==> config.mk <==
export PLATFORM = sky130hd
export DESIGN_NAME = map_tile_renderer
export DESIGN_NICKNAME = d
export VERILOG_FILES = /design/src/rtl/map_tile_renderer.sv
export SDC_FILE = /design/constraint.sdc
export NUM_CORES = 1
export LEC_CHECK = 0
export ABC_AREA = 1
export CORE_AREA = 2 2 50 52
export DETAILED_ROUTE_END_ITERATION = 8
export DIE_AREA = 0 0 52 54
export DONT_BUFFER_PORTS = 1
export PLACE_DENSITY_LB_ADDON = 0.2
export SKIP_CTS_REPAIR_TIMING = 1
export SYNTH_ARGS = -nofsm -noshare
export SYNTH_HDL_FRONTEND = slang
export SYNTH_SLANG_ARGS = --single-unit
export TNS_END_PERCENT = 20
==> constraint.sdc <==
create_clock -name clk -period 3.1 [get_ports clk]
set_input_delay 0.31 -clock clk [delete_from_list [all_inputs] [get_ports clk]]
set_output_delay 0.31 -clock clk [all_outputs]
set_load 0.005 [all_outputs]
==> src/rtl/map_tile_renderer.sv <==
// map_tile_renderer: colours one maze-tile pixel (walls, corners, dots, power pellets) per cycle.
// Latency: 2 cycles from pix_valid to out_valid; throughput one pixel per cycle.
// Backpressure: none; every accepted pixel emerges exactly two cycles later.
module map_tile_renderer #(
  parameter int TILE_W       = 8,
  parameter int COLOR_W      = 4,
  parameter int BLINK_FRAMES = 16,
  parameter int FLASH_FRAMES = 8
) (
  input  logic                      clk,
  input  logic                      rst,
  input  logic                      pix_valid,
  input  logic [$clog2(TILE_W)-1:0] sx,
  input  logic [$clog2(TILE_W)-1:0] sy,
  input  logic [3:0]                sprite_code,
  input  logic                      frame_tick,
  input  logic                      flash_en,
  output logic [COLOR_W-1:0]        R,
  output logic [COLOR_W-1:0]        G,
  output logic [COLOR_W-1:0]        B,
  output logic                      out_valid
);

  localparam int SW = $clog2(TILE_W);
  localparam int C  = TILE_W / 2;
  localparam int BW = $clog2(BLINK_FRAMES + 1);
  localparam int FW = $clog2(FLASH_FRAMES + 1);

  // Tile geometry is centred on C; these are the only coordinates the shapes need.
  localparam logic [SW-1:0] CM2 = SW'(C - 2);
  localparam logic [SW-1:0] CM1 = SW'(C - 1);
  localparam logic [SW-1:0] C0  = SW'(C);
  localparam logic [SW-1:0] CP1 = SW'(C + 1);
  localparam logic [SW-1:0] CP2 = SW'(C + 2);
  localparam logic [SW-1:0] ONE = SW'(1);
  localparam logic [SW-1:0] TM2 = SW'(TILE_W - 2);

  localparam logic [BW-1:0] BLINK_LAST = BW'(BLINK_FRAMES - 1);
  localparam logic [FW-1:0] FLASH_LAST = FW'(FLASH_FRAMES - 1);
  localparam logic [COLOR_W-1:0] CMAX  = {COLOR_W{1'b1}};

  typedef enum logic [1:0] {COL_BLACK, COL_BLUE, COL_WHITE, COL_GREEN} colour_t;

  logic          s1_vld;
  logic [SW-1:0] s1_sx;
  logic [SW-1:0] s1_sy;
  logic [3:0]    s1_code;

  logic [BW-1:0] blink_cnt;
  logic          blink_phase;
  logic [FW-1:0] flash_cnt;
  logic          flash_phase;

  logic    wall;
  logic    dot;
  logic    pellet;
  colour_t colour;

  assign dot = ((s1_sx == CM1) || (s1_sx == C0)) && ((s1_sy == CM1) || (s1_sy == C0));

  assign pellet = ((s1_sx >= CM2) && (s1_sx <= CP1)) ||
                  ((s1_sy >= CM2) && (s1_sy <= CP1)) ||
                  ((s1_sx >= ONE) && (s1_sx <= TM2) && ((s1_sy == ONE) || (s1_sy == TM2)));

  // Stage 1: capture the incoming pixel; reset drops anything in flight.
  always_ff @(posedge clk) begin
    if (rst) begin
      s1_vld  <= 1'b0;
      s1_sx   <= '0;
      s1_sy   <= '0;
      s1_code <= '0;
    end else begin
      s1_vld  <= pix_valid;
      s1_sx   <= sx;
      s1_sy   <= sy;
      s1_code <= sprite_code;
    end
  end

  // Wall/corner shape test for codes 0-7 (code 8 shares the index but is never a wall).
  always_comb begin
    wall = 1'b0;
    case (s1_code[2:0])
      3'd1: wall = (s1_sy == CP1);
      3'd2: wall = (s1_sx == CM1);
      3'd3: wall = (s1_sy == CM1);
      3'd4: wall = (s1_sx == CP1);
      3'd5: wall = ((s1_sy == CP1) && (s1_sx > CP2)) || ((s1_sy > CP1) && (s1_sx == CP1)) ||
                   ((s1_sy == CP2) && (s1_sx == CP2));
      3'd6: wall = ((s1_sy == CP1) && (s1_sx < CM2)) || ((s1_sy > CP2) && (s1_sx == CM1)) ||
                   ((s1_sy == CP2) && (s1_sx == CM2));
      3'd7: wall = ((s1_sy == CM1) && (s1_sx < CM2)) || ((s1_sy < CM2) && (s1_sx == CM1)) ||
                   ((s1_sy == CM2) && (s1_sx == CM2));
      default: wall = ((s1_sy == CM1) && (s1_sx > CP2)) || ((s1_sy < CM2) && (s1_sx == CP1)) ||
                      ((s1_sy == CM2) && (s1_sx == CP2));
    endcase
  end

  // Pick the pixel colour; phases are read before this edge's counter update.
  always_comb begin
    colour = COL_BLACK;
    if (!s1_code[3]) begin
      if (wall) colour = flash_phase ? COL_WHITE : COL_BLUE;
    end else if (s1_code == 4'd9) begin
      if (dot) colour = COL_GREEN;
    end else if (s1_code == 4'd10) begin
      if (pellet && !blink_phase) colour = COL_BLUE;
    end
  end

  // Stage 2: register the colour; bubbles emerge as black with out_valid low.
  always_ff @(posedge clk) begin
    if (rst || !s1_vld) begin
      R         <= '0;
      G         <= '0;
      B         <= '0;
      out_valid <= 1'b0;
    end else begin
      out_valid <= 1'b1;
      R         <= (colour == COL_WHITE) ? CMAX : '0;
      G         <= ((colour == COL_WHITE) || (colour == COL_GREEN)) ? CMAX : '0;
      B         <= ((colour == COL_WHITE) || (colour == COL_BLUE)) ? CMAX : '0;
    end
  end

  // Pellet blink: toggle phase every BLINK_FRAMES frames.
  always_ff @(posedge clk) begin
    if (rst) begin
      blink_cnt   <= '0;
      blink_phase <= 1'b0;
    end else if (frame_tick) begin
      if (blink_cnt == BLINK_LAST) begin
        blink_cnt   <= '0;
        blink_phase <= ~blink_phase;
      end else begin
        blink_cnt <= blink_cnt + 1'b1;
      end
    end
  end

  // Wall flash: only runs while flash_en is high, otherwise parked on blue.
  always_ff @(posedge clk) begin
    if (rst || !flash_en) begin
      flash_cnt   <= '0;
      flash_phase <= 1'b0;
    end else if (frame_tick) begin
      if (flash_cnt == FLASH_LAST) begin
        flash_cnt   <= '0;
        flash_phase <= ~flash_phase;
      end else begin
        flash_cnt <= flash_cnt + 1'b1;
      end
    end
  end

endmodule

==> reports/metrics.yaml <==
status: "completed"
synth_area_per_cell_um2: 6.407
path_class: "flop to flop"
numPortBuffers: 0
synth_edf_count: 0
gr-usage-all-layers: 0.2024
drv_slew: 0
netlist_area_mm2: 0.001435
fin_tns_setup_ns: 0
first_global_vias: 1026
skew_ns: 0.007629
wl_met1_mm: 1.154
clk_latency_ns: 0.32
antenna_found_initial: 0
worstHoldStart: "rst"
layout-drive-gt1-share: 0.03286
initial_core_util: 0.6187
synth_cell_types: 20
core-area_mm2: 0.002320
hold_viol_final: 0
arrival_ns: 1.99
drtIter0Drc: 36
dominantRegCellSynth: "dfxtp_1"
clock_path_buffers: 2
grt_max_degree: 16
hold_depth: 1
synth-seq-cells: 26
start_kind: "flop"
drc: 0
crit_family: "flip-flops"
grt_overflow: 0
maxCapViolCount: 0
holdWs_ns: 0.03490
vias: 1199
first_pass_iters: 4
layout_worst_path_cycle_share: 0.5663
cts_sinks: 26
io_pins: 28
wl_per_cell_um: 10.35
ir_drop_mv: 0.4378
dieArea_mm2: 0.002808
rows: 18
fin_crit_ns: 1.756
crit_chain: "inv_1 -> nand3_1 -> inv_1 -> a211oi_1 -> o211ai_1 -> nand2_1 -> inv_1 -> nand2_1 -> ha_1 -> inv_1 -> nor2_1"
place.gp.congestion: 0.9160
numCtsBuffers: 3
yosysWarningCount: 0
timing.rr.start: "s1_sy[1]"
setup_viol: 0
fmax_ghz: 0.5696
relSlewSlack: 0.8040
cp_slowest_stage_delay_ns: 0.49
cp_slowest_cell: "dfxtp_1"
crit_required_ns: 3.33
routed_wl_mm: 2.514
holdPathEnd: "s1_code[2]"
syn_nets: 243
viasPerCell: 4.934
worstPathMaxFanout: 8
dr_wl_met3_um: 68
cts.clk_slew.worst_paths_ns: 0.14
cp_num_buf_inv: 4
die_w_um: 52
endpoint_kind: "flop"
cts_root_buf: "clkbuf_4"
area_delta_synth_final_pct: -1.918
powerDensity_mw_per_mm2: 454.5
grt_pass1_wl_mm: 4.112
r2r_end: "B[2]"
diodes: 0
dp_hpwl_mm: 1.996
regToRegSetupSlack_ns: 1.34
p_leak_nw: 0.7082
cts_tree: "built"
chipHeight_um: 54
crit_path_frequent_cell: "inv_1"
async_flop_share: 0
antenna_left: 0
hp-class: "input pin to flop"
syn_inst: 224
nNetsFinal: 233
ys_seq_area_frac: 0.3627
wl_met2_mm: 1.243
reg2reg_depth: 11
h-tree-depth: 1
worst-slew-pin-transition_ns: 0.2936
topRoutingLayerUsed: "met4"
grt_setup_unrepaired: "no"
==> metrics by stage <==
| stage | std cells | total power [mW] | setup slack, ns | utilization | area (um2) |
|---|---|---|---|---|---|
| final | 243 | 0.6398 | 1.344 | 0.6068 | 1408 |
| after global routing | 243 | 0.6696 | 1.178 | 0.6068 | 1408 |
| after detailed placement | 239 | 0.4190 | 1.351 | 0.5841 | 1355 |
| after global placement | 239 | 0.4161 | 1.400 | 0.5841 | 1355 |
| after floorplan | 224 | 0.4167 | 1.604 | - | 1435 |
| after CTS | 243 | 0.6466 | 1.338 | 0.6068 | 1408 |
==> cell usage in the layout (no fill, tap or decap) <==
master,instances
o21a_1,1
bufinv_16,1
nand2_2,1
o211ai_1,1
nor3_1,8
xor2_1,2
inv_1,41
clkbuf_4,3
nand3_1,18
dfxtp_1,26
ha_1,4
nand3_2,1
inv_2,1
a211oi_1,1
a21oi_1,7
o21ai_0,3
nand2_1,43
nor2_1,51
==> Yosys cell counts, types with 2 or more instances <==
cell type / count / share of area
nor3_1: 8 / 0.028
xor2_1: 2 / 0.012
buf_6: 3 / 0.024
nand3_1: 18 / 0.063
a21oi_1: 7 / 0.024
dfxtp_1: 26 / 0.36
nor2_1: 51 / 0.13
nand2_1: 43 / 0.11
o21ai_0: 3 / 0.010
ha_1: 4 / 0.035
inv_1: 41 / 0.11
buf_4: 10 / 0.052
==> metal layers <==
layer / vias up / GRT usage
met5: - / 0
met2: 20 / 0.3650
met4: 0 / 0.1053
li1: 645 / -
met3: 4 / 0.03333
met1: 530 / 0.2291
==> worst max path at each step <==
stage / depth (start not counted) / slack [ns] / startpoint / end
after floorplan: 12 / 1.60 / s1_sx[2] / B[2]
after global placement: 11 / 1.40 / s1_sy[1] / B[2]
after detailed placement: 11 / 1.35 / s1_sy[1] / B[2]
after CTS: 11 / 1.34 / s1_sy[1] / B[2]
after global routing: 10 / 1.18 / s1_sy[1] / G[2]
final: 11 / 1.34 / s1_sy[1] / B[2]
==> cells by family (layout without fill, tap and decap cells) <==
logic type,after synthesis,count (layout),share of synthesized area
flip-flops,26,26,0.3627
adder cells (fa/ha/maj),4,4,0.03487
AND/OR/NAND/NOR,122,122,0.3479
AO/OA/AOI/OAI,13,13,0.05057
buffers and inverters,57,46,0.1918
XOR/XNOR,2,2,0.01221
==> flip-flops by register name (all words and copies together), names as in the netlist, 3 cells and up <==
register / cells
s1_sy: 3
flash_cnt: 4
s1_sx: 3
s1_code: 4
blink_cnt: 5
==> power breakdown <==
part	internal (mW)	switching (mW)
Sequential	0.346	0.0141
Clock	0.131	0.0968
Combinational	0.0194	0.0327
==> final cells by class <==
class,count,area [um2]
inverter,42,157.7
tap,30,37.54
sequential,26,520.5
fill,225,912.1
multi-input combinational,141,639.4
clock buffer,3,22.52
clock inverter,1,30.03
Note: power is estimated with default switching activity, not from simulation.
